File: config.mk
export PLATFORM = sky130hd
export DESIGN_NAME = alu_op_sequencer_flat
export DESIGN_NICKNAME = d
export VERILOG_FILES = /design/src/rtl/alu_op_sequencer_pkg.sv /design/src/rtl/alu_op_sequencer_if.sv /design/src/rtl/alu_op_sequencer_regfile.sv /design/src/rtl/alu_op_sequencer.sv /design/src/flat_wrapper.sv
export SDC_FILE = /design/constraint.sdc
export NUM_CORES = 1
export LEC_CHECK = 0
export BUFFER_PORTS_ARGS = -buffer_cell sky130_fd_sc_hd__buf_2
export CAP_MARGIN = 10
export CORE_MARGIN = 2
export CORE_UTILIZATION = 40
export DETAILED_ROUTE_END_ITERATION = 10
export GPL_TIMING_DRIVEN = 0
export PLACE_DENSITY = 0.64
export SETUP_SLACK_MARGIN = 0.05
export SYNTH_ARGS = -nofsm -noshare
export SYNTH_HDL_FRONTEND = slang
export SYNTH_HIERARCHICAL = 1
export SYNTH_SLANG_ARGS = --single-unit
File: constraint.sdc
create_clock -name clk -period 1.93 [get_ports clk]
set_clock_uncertainty 0.15 [all_clocks]
set_input_delay 0.193 -clock clk [delete_from_list [all_inputs] [get_ports clk]]
set_output_delay 0.193 -clock clk [all_outputs]
set_load 0.01 [all_outputs]
File: src/rtl/alu_op_sequencer_pkg.sv
// Shared definitions for the ALU command sequencer: opcode encodings, default widths, FSM states.
package alu_pkg;
   localparam int DATA_W_DEF = 8;
   localparam int OP_W_DEF   = 4;

   localparam logic [3:0] ALU_ADD = 4'd0;
   localparam logic [3:0] ALU_SUB = 4'd1;
   localparam logic [3:0] ALU_AND = 4'd2;
   localparam logic [3:0] ALU_OR  = 4'd3;
   localparam logic [3:0] ALU_XOR = 4'd4;
   localparam logic [3:0] ALU_NOT = 4'd5;
   localparam logic [3:0] ALU_SHL = 4'd6;
   localparam logic [3:0] ALU_SHR = 4'd7;
   localparam logic [3:0] ALU_GT  = 4'd8;
   localparam logic [3:0] ALU_EQ  = 4'd9;

   typedef enum logic [1:0] {
      IDLE  = 2'd0,
      ISSUE = 2'd1,
      RESP  = 2'd2
   } state_t;

   // Only the arithmetic ops produce a carry worth reporting.
   function automatic logic carry_op(input logic [3:0] op);
      return (op == ALU_ADD) || (op == ALU_SUB);
   endfunction
endpackage

File: src/rtl/alu_op_sequencer_if.sv
// Command, ALU and response signals of the sequencer; master = controller/ALU side, slave = sequencer.
interface alu_op_sequencer_if #(
   parameter int DATA_W = 8,
   parameter int OP_W   = 4,
   parameter int NREGS  = 4
);
   localparam int RIDX_W = $clog2(NREGS);

   logic              cmd_valid;
   logic              cmd_ready;
   logic [OP_W-1:0]   cmd_op;
   logic [RIDX_W-1:0] cmd_dst;
   logic [RIDX_W-1:0] cmd_src_a;
   logic [RIDX_W-1:0] cmd_src_b;
   logic              cmd_imm_en;
   logic [DATA_W-1:0] cmd_imm;
   logic [DATA_W-1:0] alu_a;
   logic [DATA_W-1:0] alu_b;
   logic [OP_W-1:0]   alu_opcode;
   logic [DATA_W-1:0] alu_result;
   logic              alu_zero;
   logic              alu_carry;
   logic              rsp_valid;
   logic              rsp_ready;
   logic [DATA_W-1:0] rsp_result;
   logic              rsp_zero;
   logic              rsp_carry;

   modport master (
      output cmd_valid, cmd_op, cmd_dst, cmd_src_a, cmd_src_b, cmd_imm_en, cmd_imm,
      input  cmd_ready,
      input  alu_a, alu_b, alu_opcode,
      output alu_result, alu_zero, alu_carry,
      input  rsp_valid, rsp_result, rsp_zero, rsp_carry,
      output rsp_ready
   );

   modport slave (
      input  cmd_valid, cmd_op, cmd_dst, cmd_src_a, cmd_src_b, cmd_imm_en, cmd_imm,
      output cmd_ready,
      output alu_a, alu_b, alu_opcode,
      input  alu_result, alu_zero, alu_carry,
      output rsp_valid, rsp_result, rsp_zero, rsp_carry,
      input  rsp_ready
   );
endinterface

File: src/rtl/alu_op_sequencer_regfile.sv
// Local register file: NREGS x DATA_W, two asynchronous read ports, one synchronous write port.
module alu_regfile #(
   parameter  int DATA_W = 8,
   parameter  int NREGS  = 4,
   localparam int RIDX_W = $clog2(NREGS)
) (
   input  logic              clk,
   input  logic              rst_n,
   input  logic [RIDX_W-1:0] raddr_a,
   input  logic [RIDX_W-1:0] raddr_b,
   output logic [DATA_W-1:0] rdata_a,
   output logic [DATA_W-1:0] rdata_b,
   input  logic              we,
   input  logic [RIDX_W-1:0] waddr,
   input  logic [DATA_W-1:0] wdata
);
   logic [DATA_W-1:0] mem [NREGS];

   always_ff @(posedge clk) begin
      if (!rst_n) begin
         for (int i = 0; i < NREGS; i++) mem[i] <= '0;
      end else if (we) begin
         mem[waddr] <= wdata;
      end
   end

   assign rdata_a = mem[raddr_a];
   assign rdata_b = mem[raddr_b];
endmodule

File: src/rtl/alu_op_sequencer.sv
// Sequences register-level ops through an external ALU: IDLE -> ISSUE -> RESP.
// Optional ALU_OP_COUNT_EN adds a 16-bit op_count of completed responses.
module alu_op_sequencer
   import alu_pkg::*;
#(
   parameter  int DATA_W = DATA_W_DEF,
   parameter  int OP_W   = OP_W_DEF,
   parameter  int NREGS  = 4,
   localparam int RIDX_W = $clog2(NREGS)
) (
   input  logic clk,
   input  logic rst_n,
`ifdef ALU_OP_COUNT_EN
   output logic [15:0] op_count,
`endif
   alu_op_sequencer_if.slave bus
);
   state_t            state, state_nx;
   logic [RIDX_W-1:0] dst_q;
   logic [DATA_W-1:0] rd_a, rd_b;
   logic              accept, rsp_fire, wr_en;

   assign accept   = bus.cmd_valid && bus.cmd_ready;
   assign rsp_fire = bus.rsp_valid && bus.rsp_ready;

   always_ff @(posedge clk) begin
      if (!rst_n) state <= IDLE;
      else        state <= state_nx;
   end

   always_comb begin
      state_nx = state;
      case (state)
         IDLE:    if (bus.cmd_valid) state_nx = ISSUE;
         ISSUE:   state_nx = RESP;
         RESP:    if (bus.rsp_ready) state_nx = IDLE;
         default: state_nx = IDLE;
      endcase
   end

   always_comb begin
      bus.cmd_ready = (state == IDLE);
      bus.rsp_valid = (state == RESP);
      wr_en         = (state == ISSUE);
   end

   alu_regfile #(.DATA_W(DATA_W), .NREGS(NREGS)) u_regfile (
      .clk     (clk),
      .rst_n   (rst_n),
      .raddr_a (bus.cmd_src_a),
      .raddr_b (bus.cmd_src_b),
      .rdata_a (rd_a),
      .rdata_b (rd_b),
      .we      (wr_en),
      .waddr   (dst_q),
      .wdata   (bus.alu_result)
   );

   // Operands are captured at accept; ALU outputs are captured at the end of ISSUE.
   always_ff @(posedge clk) begin
      if (!rst_n) begin
         bus.alu_a      <= '0;
         bus.alu_b      <= '0;
         bus.alu_opcode <= '0;
         dst_q          <= '0;
         bus.rsp_result <= '0;
         bus.rsp_zero   <= 1'b0;
         bus.rsp_carry  <= 1'b0;
      end else begin
         if (accept) begin
            bus.alu_a      <= rd_a;
            bus.alu_b      <= bus.cmd_imm_en ? bus.cmd_imm : rd_b;
            bus.alu_opcode <= bus.cmd_op;
            dst_q          <= bus.cmd_dst;
         end
         if (wr_en) begin
            bus.rsp_result <= bus.alu_result;
            bus.rsp_zero   <= bus.alu_zero;
            bus.rsp_carry  <= bus.alu_carry && carry_op(4'(bus.alu_opcode));
         end
      end
   end

`ifdef ALU_OP_COUNT_EN
   always_ff @(posedge clk) begin
      if (!rst_n)        op_count <= '0;
      else if (rsp_fire) op_count <= op_count + 16'd1;
   end
`else
   logic unused_fire;
   assign unused_fire = rsp_fire;
`endif
endmodule

File: src/flat_wrapper.sv
// flat-port wrapper written by rule: the top's interface ports become plain ports
module alu_op_sequencer_flat import alu_pkg::*;
#(
   parameter  int DATA_W = DATA_W_DEF,
   parameter  int OP_W   = OP_W_DEF,
   parameter  int NREGS  = 4,
   localparam int RIDX_W = $clog2(NREGS)
)
  (clk, rst_n, bus_cmd_valid, bus_cmd_op, bus_cmd_dst, bus_cmd_src_a, bus_cmd_src_b, bus_cmd_imm_en, bus_cmd_imm, bus_cmd_ready, bus_alu_a, bus_alu_b, bus_alu_opcode, bus_alu_result, bus_alu_zero, bus_alu_carry, bus_rsp_valid, bus_rsp_result, bus_rsp_zero, bus_rsp_carry, bus_rsp_ready);
  alu_op_sequencer_if #(.DATA_W(DATA_W), .OP_W(OP_W), .NREGS(NREGS)) bus_i ();
  input  logic clk;
  input  logic rst_n;
  input wire logic [$bits(bus_i.cmd_valid)-1:0] bus_cmd_valid;
  input wire logic [$bits(bus_i.cmd_op)-1:0] bus_cmd_op;
  input wire logic [$bits(bus_i.cmd_dst)-1:0] bus_cmd_dst;
  input wire logic [$bits(bus_i.cmd_src_a)-1:0] bus_cmd_src_a;
  input wire logic [$bits(bus_i.cmd_src_b)-1:0] bus_cmd_src_b;
  input wire logic [$bits(bus_i.cmd_imm_en)-1:0] bus_cmd_imm_en;
  input wire logic [$bits(bus_i.cmd_imm)-1:0] bus_cmd_imm;
  output wire logic [$bits(bus_i.cmd_ready)-1:0] bus_cmd_ready;
  output wire logic [$bits(bus_i.alu_a)-1:0] bus_alu_a;
  output wire logic [$bits(bus_i.alu_b)-1:0] bus_alu_b;
  output wire logic [$bits(bus_i.alu_opcode)-1:0] bus_alu_opcode;
  input wire logic [$bits(bus_i.alu_result)-1:0] bus_alu_result;
  input wire logic [$bits(bus_i.alu_zero)-1:0] bus_alu_zero;
  input wire logic [$bits(bus_i.alu_carry)-1:0] bus_alu_carry;
  output wire logic [$bits(bus_i.rsp_valid)-1:0] bus_rsp_valid;
  output wire logic [$bits(bus_i.rsp_result)-1:0] bus_rsp_result;
  output wire logic [$bits(bus_i.rsp_zero)-1:0] bus_rsp_zero;
  output wire logic [$bits(bus_i.rsp_carry)-1:0] bus_rsp_carry;
  input wire logic [$bits(bus_i.rsp_ready)-1:0] bus_rsp_ready;
  assign bus_i.cmd_valid = bus_cmd_valid;
  assign bus_i.cmd_op = bus_cmd_op;
  assign bus_i.cmd_dst = bus_cmd_dst;
  assign bus_i.cmd_src_a = bus_cmd_src_a;
  assign bus_i.cmd_src_b = bus_cmd_src_b;
  assign bus_i.cmd_imm_en = bus_cmd_imm_en;
  assign bus_i.cmd_imm = bus_cmd_imm;
  assign bus_cmd_ready = bus_i.cmd_ready;
  assign bus_alu_a = bus_i.alu_a;
  assign bus_alu_b = bus_i.alu_b;
  assign bus_alu_opcode = bus_i.alu_opcode;
  assign bus_i.alu_result = bus_alu_result;
  assign bus_i.alu_zero = bus_alu_zero;
  assign bus_i.alu_carry = bus_alu_carry;
  assign bus_rsp_valid = bus_i.rsp_valid;
  assign bus_rsp_result = bus_i.rsp_result;
  assign bus_rsp_zero = bus_i.rsp_zero;
  assign bus_rsp_carry = bus_i.rsp_carry;
  assign bus_i.rsp_ready = bus_rsp_ready;
  alu_op_sequencer #(.DATA_W(DATA_W), .OP_W(OP_W), .NREGS(NREGS)) u_core (.clk(clk), .rst_n(rst_n), .bus(bus_i));
endmodule
Yosys cells after proc, flatten, opt, wreduce, memory -nomap -nowiden:

Memories as Yosys holds them, arrays and structs flattened. A register that Yosys moved wholly into a read port is not among the register bits.
Cells that the tools add are included.

* register bits: 26
* bits in latches: 0
* memory bits (writable): 32
* ROM bits: 0
* logic and storage cells: 32
* memories: 1

* add/subtract/negate cells: 0
* $mul: 0
* divide/modulo/power cells: 0
* $lt $le $gt $ge: 0
* equality and inequality tests: 5
* shift operators: 0
* muxes and demuxes: 11
* bitwise gates (word level): 0
* reduce and logical (&&, ||, !) cells: 8

Memory list
* u_core.u_regfile.mem: depth 4, width 8, read ports 2, clocked after Yosys merged registers in 1, wr ports 4, RTL line alu_op_sequencer_regfile.sv:17 `logic [DATA_W-1:0] mem [NREGS];`

Operator list (number)
* 8-bit 2-to-1 mux: 2
* 8-bit OR reduction: 1
* 2-bit 2-to-1 mux: 3
* 2-bit case mux with 3 select lines: 1
* 1-bit 2-to-1 mux: 5
* 4-bit by 1-bit == test with 1-bit output, second input constant: 1
* 4-bit logical NOT: 1
* 2-bit by 1-bit == test with 1-bit output, second input constant: 1
* 2-bit == test, second input constant: 1
* 1-bit logical AND: 2
* 2-bit logical NOT: 1
* 2-bit by 1-bit != test with 1-bit output, second input constant: 1
* 2-bit != test, second input constant: 1
* 2-bit AND reduction: 1
* 1-bit logical NOT: 1
* 1-bit logical OR: 1

Longest topological paths before layout:

Gate-level depths: netlist of run 1.

* depth in word-level cells: 6
* gate-level depth with buffers: 6
* depth with buffers taken out: 4

Hierarchy:

The synthesis of run 1 kept the hierarchy.

By module, submodules not included
* alu_regfile: instances 1, cells each 97, area each 1634.1 sq um, sequential area each 960.9 sq um
* alu_op_sequencer: instances 1, cells each 151, area each 1357.6 sq um, sequential area each 680.7 sq um

Least setup slack after synthesis of run 1:

No wires, ideal clock.

* kind: reg2reg
* start point: register u_core.state[1]
* end point: memory u_core.u_regfile.mem[2][0] (enable)
* setup time: 0.384 ns
* arrival: 1.460 ns
* slack: -0.064 ns
* cell stages (with the launch flop): 6
* buffers on the path: 1
* clock period less this slack: 1.994 ns
* cell sequence: dfxtp_1 > nand2b_1 > inv_1 > buf_2 > nand2b_1 > o21ai_0

RTL lines
* start: declaration: RTL line alu_op_sequencer.sv:18 `state_t state, state_nx;`
* start signal: assignment: RTL line alu_op_sequencer.sv:28 `else state <= state_nx;`
* end: declaration: RTL line alu_op_sequencer_regfile.sv:17

==> results of run 1 <==
worst max-delay path, delay by kind of cell (launching register included):
kind	cells	cell delay, ns
buffers and inverters	3	0.44
flip-flops	1	0.36
AND/OR/NAND/NOR	3	0.47
routing by layer:
| metal | share of wire (%) | vias up |
|---|---|---|
| met1 | 45 | 1045 |
| met4 | 1.6 | 0 |
| met2 | 49 | 64 |
| li1 | - | 1071 |
| met5 | 0 | - |
| met3 | 4.8 | 10 |
cell usage in the layout, fill, tap and decap left out, types with 2 or more instances in the layout:
| master | Yosys | final |
|---|---|---|
| and2_1 | 25 | 25 |
| edfxtp_1 | 32 | 32 |
| and4b_1 | 2 | 2 |
| nor2b_1 | 2 | 2 |
| and3_1 | 8 | 8 |
| buf_6 | 5 | 6 |
| mux2i_1 | 8 | 8 |
| o21ai_0 | 15 | 13 |
| clkinvlp_4 | 0 | 4 |
| o21ai_4 | 0 | 2 |
| dfxtp_1 | 34 | 33 |
| nand2_1 | 43 | 41 |
| clkbuf_2 | 3 | 3 |
| nand2_4 | 0 | 2 |
| a21boi_0 | 9 | 9 |
| dlygate4sd3_1 | 0 | 14 |
| nand3_1 | 17 | 17 |
| clkbuf_8 | 0 | 9 |
| mux4_2 | 16 | 16 |
| clkbuf_1 | 3 | 2 |
| o211a_1 | 8 | 8 |
| buf_2 | 7 | 65 |
report_power, final:
part / leakage, nW / internal, mW / total [mW] / switching (mW)
sequential: 0.611 / 1.55 / 1.60 / 0.0484
clock: 0.0752 / 0.458 / 0.992 / 0.534
combinational: 0.952 / 0.211 / 0.426 / 0.215
total: 1.64 / 2.22 / 3.02 / 0.797
cell type report:
class / count / area, um2
clock inverters: 7 / 45.0
clock buffers: 9 / 124
repair buffers: 74 / 455
fillers: 670 / 3460
inverters: 2 / 7.51
well taps: 99 / 124
multi-input cells: 162 / 1270
flip-flops and latches: 66 / 1640
plain buffers: 18 / 128
metrics by stage:
step	total power, mW	setup WS (ns)	cells	hold WS, ns
after floorplan	1.86	-0.0642	248	0.173
after global placement	2.01	-0.646	406	0.261
after detailed placement	2.02	-0.687	406	0.273
after CTS	3.03	0.0687	436	0.00588
after global routing	3.15	0.0973	437	0.00932
final	3.02	0.215	437	0.0103
Yosys cell counts:
| cell type | n |
|---|---|
| nand2_1 | 43 |
| dfxtp_1 | 34 |
| edfxtp_1 | 32 |
| and2_1 | 25 |
| nand3_1 | 17 |
| mux4_2 | 16 |
| o21ai_0 | 15 |
| a21boi_0 | 9 |
| and3_1 | 8 |
| mux2i_1 | 8 |
| o211a_1 | 8 |
| buf_2 | 7 |
| buf_6 | 5 |
| clkbuf_1 | 3 |
| clkbuf_2 | 3 |
| and4b_1 | 2 |
| inv_1 | 2 |
| nand2b_1 | 2 |
| nor2b_1 | 2 |
| and4bb_2 | 1 |
| nand3b_1 | 1 |
| nor2_1 | 1 |
| nor3b_4 | 1 |
| nor4b_1 | 1 |
| o21a_1 | 1 |
| o21ai_1 | 1 |
repair_timing:
action / in CTS / in global routing
pin swaps: 0 / 1
endpoints found under the hold margin: 14 / 0
hold buffers: 14 / 0
setup endpoints to repair: 32 / 40
buffers inserted: 0 / 1
resized for setup: 13 / 4
registers in the layout (all words and copies together) (netlist names):
name                   cells
u_core/u_regfile/mem      32
u_core/bus.alu_a           8
u_core/bus.alu_b           8
u_core/bus.rsp_result      8
u_core/bus.alu_opcode      4
u_core/dst_q               2
u_core/state               2
u_core/bus.rsp_carry       1
u_core/bus.rsp_zero        1
logic make-up (layout without fill, tap and decap cells):
family / count (synthesis) / after routing / share of synthesized area [%]
AOI/OAI and AO/OA: 34 / 34 / 7.86
buffers and inverters: 20 / 110 / 4.18
DFF: 66 / 66 / 54.9
muxes: 24 / 24 / 14.7
and+or+nand+nor: 104 / 104 / 18.4
final timing paths:
path,cells after the start,start,end,slack (ns)
worst max-delay path,6,u_core/state[1],u_core/u_regfile/mem[1][2],0.22
worst min-delay path,3,bus_rsp_ready,u_core/state[1],0.01
worst max register to register,6,u_core/state[1],u_core/u_regfile/mem[1][2],0.22
worst min register to register,2,u_core/bus.alu_a[5],u_core/bus.alu_a[5],0.30
==> out/metrics.cfg, run 1 <==
[cells_and_area]
antenna_cells=0
area_growth_pct=26.9
nets=366
layout-drive-gt1-share_pct=34.3
final_area_mm2=0.00380
fin_util_pct=52.3

[floorplan]
start_util_pct=41.2
rows=31
core_mm2=0.00725
die_h_um=90.5
die_w_um=90.5
num_io_pins=65
die-area_mm2=0.00819

[global_routing]
grt_pass1_wl_mm=11.1
use_met1_pct=23.1
grt_pass1_vias=2129
grt_usage_pct=17.7
grt_antenna_before_repair=0
busiest_layer=met2
grt_max_degree=15
use_met3_pct=4.67
overflow=0
grt_util_met2_pct=28.6

[worst_setup_path]
crit_type=reg2reg
cp-end-kind=flop
cp.arrival_ns=1.61
cp_slowest_stage_delay_ns=0.36
crit_slowest_cell=dfxtp_1
crit_chain=nand2b_4 -> inv_2 -> buf_6 -> clkbuf_4 -> nand3b_1 -> nand2_4
cp.required_ns=1.82
start_kind=flop
critPathMaxFanout=14

[sta]
slew_headroom_pct=52.0
maxSlewViolCount=0
setup_viol=0
hold_viol=0
tns_ns=0
max_freq_ghz=0.583
period_needed_ns=1.71
period_share_pct=88.9
tightest_slew_ns=0.720
rsz0062_at_grt=no

[pwr]
p_per_area_mw_per_mm2=795
vdd_drop_max_mv=0.497
p_leak_nw=1.64

[logic_synthesis]
synth.avg_cell_area_um2=12.1
synth_nets=281
synthTopCellsByArea=edfxtp_1 32%, dfxtp_1 23%, mux4_2 12%
netlist.area_leader.share_pct=32.1
syn_inst=248
mappedNetlistArea_mm2=0.00299
synth.distinct_cells=26
synth_warnings=6
synth-seq-cells=66
yosysSeqAreaShare_pct=54.9
synth_top_area_cell=edfxtp_1

[job]
drv_cap=0

[clocking]
clock_latency_ns=0.34
path_clk_slew_ns=0.07
cts-root-buf=clkbuf_8
numClockSinks=66
numCtsBuffers=9
tritoncts=yes
htreeDepth=3
clock_path_buffers=2

[min_path]
worstHoldPathType=in2reg

[drt]
wirelength_mm=6.86
dr.pass1.iters=4
vias=2190
viasPerCell=5.01
routedWlPerCell_um=15.7
drcViolationCount=0
drt_iter0_drc=109
ant_nets=0

[placed_design]
dp_hpwl_mm=4.92
io_buffer_count=59
gp_congestion=0.750
dpl_cell_area_mm2=0.00341

[outcome]
run_status=completed

No activity file was read; power rests on OpenSTA's default activity.
==> inputs of run 2 (changes only) <==
REMOVE_ABC_BUFFERS = 1   (was unset)
==> run 2 against run 1 <==
Net effect:
- sequential power about the same
- largest power group unchanged
- hold slack worse by 0.0059 ns
- non-clock buffer count fell by 15
- critical path type unchanged
- clock-buffer cell count increased by 5
- clock power rose by 17%
- die area is the same
- highest routed layer unchanged
==> out/metrics.cfg, run 2 (synthesized netlist as in run 1, its figures left out) <==
[outcome]
run_status=completed

[drt]
wirelength_mm=6.13
viasPerCell=4.87
routedWlPerCell_um=14.4
vias=2066
drcViolationCount=0
dr.pass1.iters=4
drt_iter0_drc=103
ant_nets=0

[sta]
tightest_slew_ns=0.876
maxSlewViolCount=0
slew_headroom_pct=41.5
setup_viol=0
period_share_pct=93.4
max_freq_ghz=0.555
tns_ns=0
hold_viol=0
rsz0062_at_grt=yes
period_needed_ns=1.80

[global_routing]
overflow=0
grt_antenna_before_repair=0
grt_pass1_vias=1974
grt_usage_pct=15.8
grt_max_degree=65
grt_pass1_wl_mm=10.1

[floorplan]
rows=31
num_io_pins=65
die_w_um=90.5
core_mm2=0.00725
die-area_mm2=0.00819
start_util_pct=41.2
die_h_um=90.5

[cells_and_area]
largest_reg_flops=32
final_area_mm2=0.00372
finalNonFillerCells=424
fin_util_pct=51.3
area_growth_pct=24.3
nets=353
layout-drive-gt1-share_pct=32.3
antenna_cells=0
layout_common_cells=63 x buf_2, 43 x nand2_1, 34 x dfxtp_1
regMostFlops=u_core/u_regfile/mem
final_common_cell=buf_2

[placed_design]
dp_hpwl_mm=4.10
gp_congestion=0.735
dpl_cell_area_mm2=0.00335
dp.cells=394
io_buffer_count=64

[worst_setup_path]
cp.required_ns=2.01
start_kind=flop
critPathMaxFanout=26
crit_type=reg2reg
cp.arrival_ns=1.88
cp-end-kind=flop

[clocking]
clock_path_buffers=2
cts-root-buf=clkbuf_8
numClockSinks=66
numCtsBuffers=9
tritoncts=yes
clock_latency_ns=0.33
htreeDepth=3
path_clk_slew_ns=0.07

[pwr]
p_int_mw=2.41
p_leak_nw=1.60
switchingPower_mw=0.740
p_per_area_mw_per_mm2=849
combPwrFrac_pct=12.6
clockPowerShare_pct=36.8
swShare_pct=23.5
vdd_drop_max_mv=0.365
p_total_mw=3.15
seqPwrFrac_pct=50.7

[job]
drv_cap=0

[min_path]
worstHoldPathType=in2reg

-- run 2: through the flow --
stage,worst slack (ns),hold WS [ns]
floorplan,-0.326,0.161
CTS,0.0744,0.00119
detailed placement,-1.00,0.268
finish,0.127,0.00434
global placement,-1.31,0.261
global route,-0.0299,0.00689
-- run 2: worst paths after layout --
| path | depth (start not counted) | startpoint | endpoint | slack (ns) |
|---|---|---|---|---|
| max | 4 | u_core/state[0] | u_core/bus.alu_b[3] | 0.13 |
| min reg2reg | 2 | u_core/bus.alu_a[5] | u_core/bus.alu_a[5] | 0.30 |
| max reg2reg | 4 | u_core/state[0] | u_core/bus.alu_b[3] | 0.13 |
| min | 3 | bus_alu_result[1] | u_core/bus.rsp_result[1] | 0.004 |
-- run 2: what timing repair did --
action,CTS,global route
gates cloned,1,1
setup endpoints to repair,75,42
hold buffers,9,0
buffers inserted,3,0
resized for setup,8,2
pin swaps,1,0
endpoints found under the hold margin,9,0
-- run 2: routing by layer --
metal / track usage [%] / up-vias / share of wire, %
li1: - / 1042 / -
met1: 21.0 / 953 / 47
met2: 24.4 / 59 / 46
met3: 3.26 / 12 / 4.6
met4: 8.33 / 0 / 2.0
met5: 0 / - / 0
-- run 2: area by class of cell --
type                       count  area [um2]
timing repair inverter         2        12.5
inverter                       2        11.3
fill                         655        3540
timing repair buffer          77         475
clock buffer                  14         163
tap                           99         124
clock inverter                 2        35.0
sequential                    66        1640
multi-input combinational    162        1250
-- run 2: power by group through the flow --
stage | Clock (mW) | Sequential (mW) | Combinational, mW
floorplan | 0 | 1.64 | 0.172
global placement | 0 | 1.62 | 0.344
detailed placement | 0 | 1.63 | 0.363
CTS | 1.19 | 1.60 | 0.399
global route | 1.26 | 1.61 | 0.435
finish | 1.16 | 1.60 | 0.396
-- run 2: worst max-delay path: stages, from the launching register on --
cell	delay, ns
dfxtp_1	0.37
nor3b_4	0.75
buf_16	0.24
nand2_1	0.07
o211a_1	0.12
==> inputs of run 3 (changes only) <==
BUFFER_PORTS_ARGS = -buffer_cell sky130_fd_sc_hd__clkbuf_2   (was -buffer_cell sky130_fd_sc_hd__buf_2)
==> run 3 against run 2 <==
Net effect:
- hold slack better by 0.0044 ns
- core utilization grew 0.57 points
- worst setup slack worse by 0.0090 ns
- critical path type unchanged
- combinational power increased by 3%
- die area did not move
- sequential share of layout area shrank 0.49 points
- clock-buffer cell count decreased by 1
- sequential power about the same
- first-iteration DRC count fell by 32%
- clock power is 14% lower
- final cell count increased by 1.9%
- largest power group unchanged
==> out/metrics.cfg, run 3 (synthesized netlist as in run 1, its figures left out) <==
[outcome]
run_status=completed

[placed_design]
gp_congestion=0.729
dp_hpwl_mm=4.12
io_buffer_count=64
dp.cells=394

[cells_and_area]
finalNonFillerCells=432
multiInputGateArea_mm2=0.00127
fill_cells=678
area_growth_pct=25.6
final_common_cell=clkbuf_2
register_area_mm2=0.00164
layout-drive-gt1-share_pct=32.7
largest_reg_flops=32
regMostFlops=u_core/u_regfile/mem
antenna_cells=0
nets=361
layout_common_cells=64 x clkbuf_2, 43 x nand2_1, 34 x dfxtp_1

[worst_setup_path]
start_kind=flop
crit_slowest_cell=dfxtp_1
cp.arrival_ns=1.66
crit_family=flip-flops
crit_type=reg2reg
cp.buffers_inverters=1
critPathMaxFanout=9
reg2reg_from=u_core/state[0]
ff2ff_setup_slack_ns=0.12
cp_slowest_stage_delay_ns=0.53
cp.required_ns=1.78
crit_chain=nand2b_4 -> clkinvlp_4 -> nand2b_1 -> o21ai_4
cp-end-kind=flop
reg2reg_to=u_core/u_regfile/mem[0][3]
reg2regPathDepth=4

[sta]
slew_headroom_pct=55.7
maxSlewViolCount=0
max_freq_ghz=0.552
whs_ns=0.00874
rsz0062_at_grt=no
tightest_slew_ns=0.662
period_share_pct=93.9
setup_viol=0
hold_viol=0
period_needed_ns=1.81

[drt]
routedWlPerCell_um=14.8
vias=2162
drcViolationCount=0
drt_iter0_drc=70
dr.pass1.iters=4
ant_nets=0
viasPerCell=5.00
wirelength_mm=6.40

[clocking]
clock_path_buffers=2
tritoncts=yes
numClockSinks=66
clock_latency_ns=0.33
path_clk_slew_ns=0.07
numCtsBuffers=9
htreeDepth=3
cts-root-buf=clkbuf_8

[min_path]
worstHoldPathType=in2reg
holdPathStages=3
whs_endpoint=u_core/bus.rsp_result[5]
min_from=bus_alu_result[5]

[pwr]
swShare_pct=25.1
p_int_mw=2.25
vdd_drop_max_mv=0.344
switchingPower_mw=0.756
p_per_area_mw_per_mm2=800
seqPwrFrac_pct=53.3
clockPowerShare_pct=33.1
combPwrFrac_pct=13.6
p_leak_nw=1.61

[global_routing]
grt_max_degree=65
grt_pass1_wl_mm=10.1
grt_usage_pct=16.0
grt_pass1_vias=1977
overflow=0
grt_antenna_before_repair=0

[floorplan]
num_io_pins=65
start_util_pct=41.2
die_h_um=90.5
core_mm2=0.00725
rows=31
die_w_um=90.5
die-area_mm2=0.00819

[job]
drv_cap=0

==> run 3: what timing repair did <==
| action | in CTS | in global routing |
|---|---|---|
| endpoints found under the setup margin | 75 | 23 |
| setup buffers | 2 | 4 |
| endpoints found under the hold margin | 13 | 0 |
| gates cloned | 1 | 1 |
| resized for setup | 7 | 2 |
| hold buffers | 13 | 0 |
==> run 3: layout make-up <==
| class | instances | area share [%] |
|---|---|---|
| clock inverters | 3 | 0.399 |
| repair inverters | 1 | 0.200 |
| well taps | 99 | 3.30 |
| clock buffers | 13 | 3.96 |
| repair buffers | 85 | 14.4 |
| flip-flops and latches | 66 | 43.7 |
| multi-input cells | 163 | 33.7 |
| inverters | 2 | 0.300 |
==> run 3: worst max-delay path by stage <==
stage	slack (ns)	depth (start not counted)	start	endpoint
2_1_floorplan	-0.33	4	u_core/state[1]	u_core/u_regfile/mem[2][0]
3_3_place_gp	-1.32	4	u_core/state[0]	u_core/u_regfile/mem[0][5]
3_5_place_dp	-0.99	4	u_core/state[0]	u_core/u_regfile/mem[2][5]
4_1_cts	0.07	2	rst_n	u_core/u_regfile/mem[3][2]
5_1_grt	0.05	4	u_core/state[0]	u_core/u_regfile/mem[0][2]
6_report	0.12	4	u_core/state[0]	u_core/u_regfile/mem[0][3]
==> run 3: per-layer routing <==
metal  wire length (um)  global-route usage (%)
met5                  0                       0
met4                116                    8.33
met3                298                    3.42
met2               2980                    25.0
met1               3010                    20.9
==> run 3: stage by stage <==
| step | power, mW | setup WS [ns] | TNS, ns | util (%) | instance area, um2 |
|---|---|---|---|---|---|
| final | 3.01 | 0.118 | 0 | 51.8 | 3760 |
| after floorplan | 1.81 | -0.326 | -5.22 | - | 2870 |
| after global routing | 3.16 | 0.0523 | 0 | 51.8 | 3760 |
| after detailed placement | 1.99 | -0.986 | -33.70 | 46.1 | 3350 |
| after global placement | 1.97 | -1.32 | -40.71 | 45.7 | 3320 |
| after CTS | 3.02 | 0.0667 | 0 | 50.8 | 3690 |
==> run 3: worst reg2reg max path: stages (launching register included) <==
cell and delay [ns]:
dfxtp_1 0.53, nand2b_4 0.12, clkinvlp_4 0.16, nand2b_1 0.15
o21ai_4 0.36
==> run 3: power by group through the flow <==
stage                     Sequential [mW]  Clock [mW]  Combinational, mW
after floorplan                      1.64           0              0.172
after global placement               1.63           0              0.344
after detailed placement             1.63           0              0.360
after CTS                            1.60        1.02              0.394
after global routing                 1.61        1.10              0.447
final                                1.60       0.997              0.408
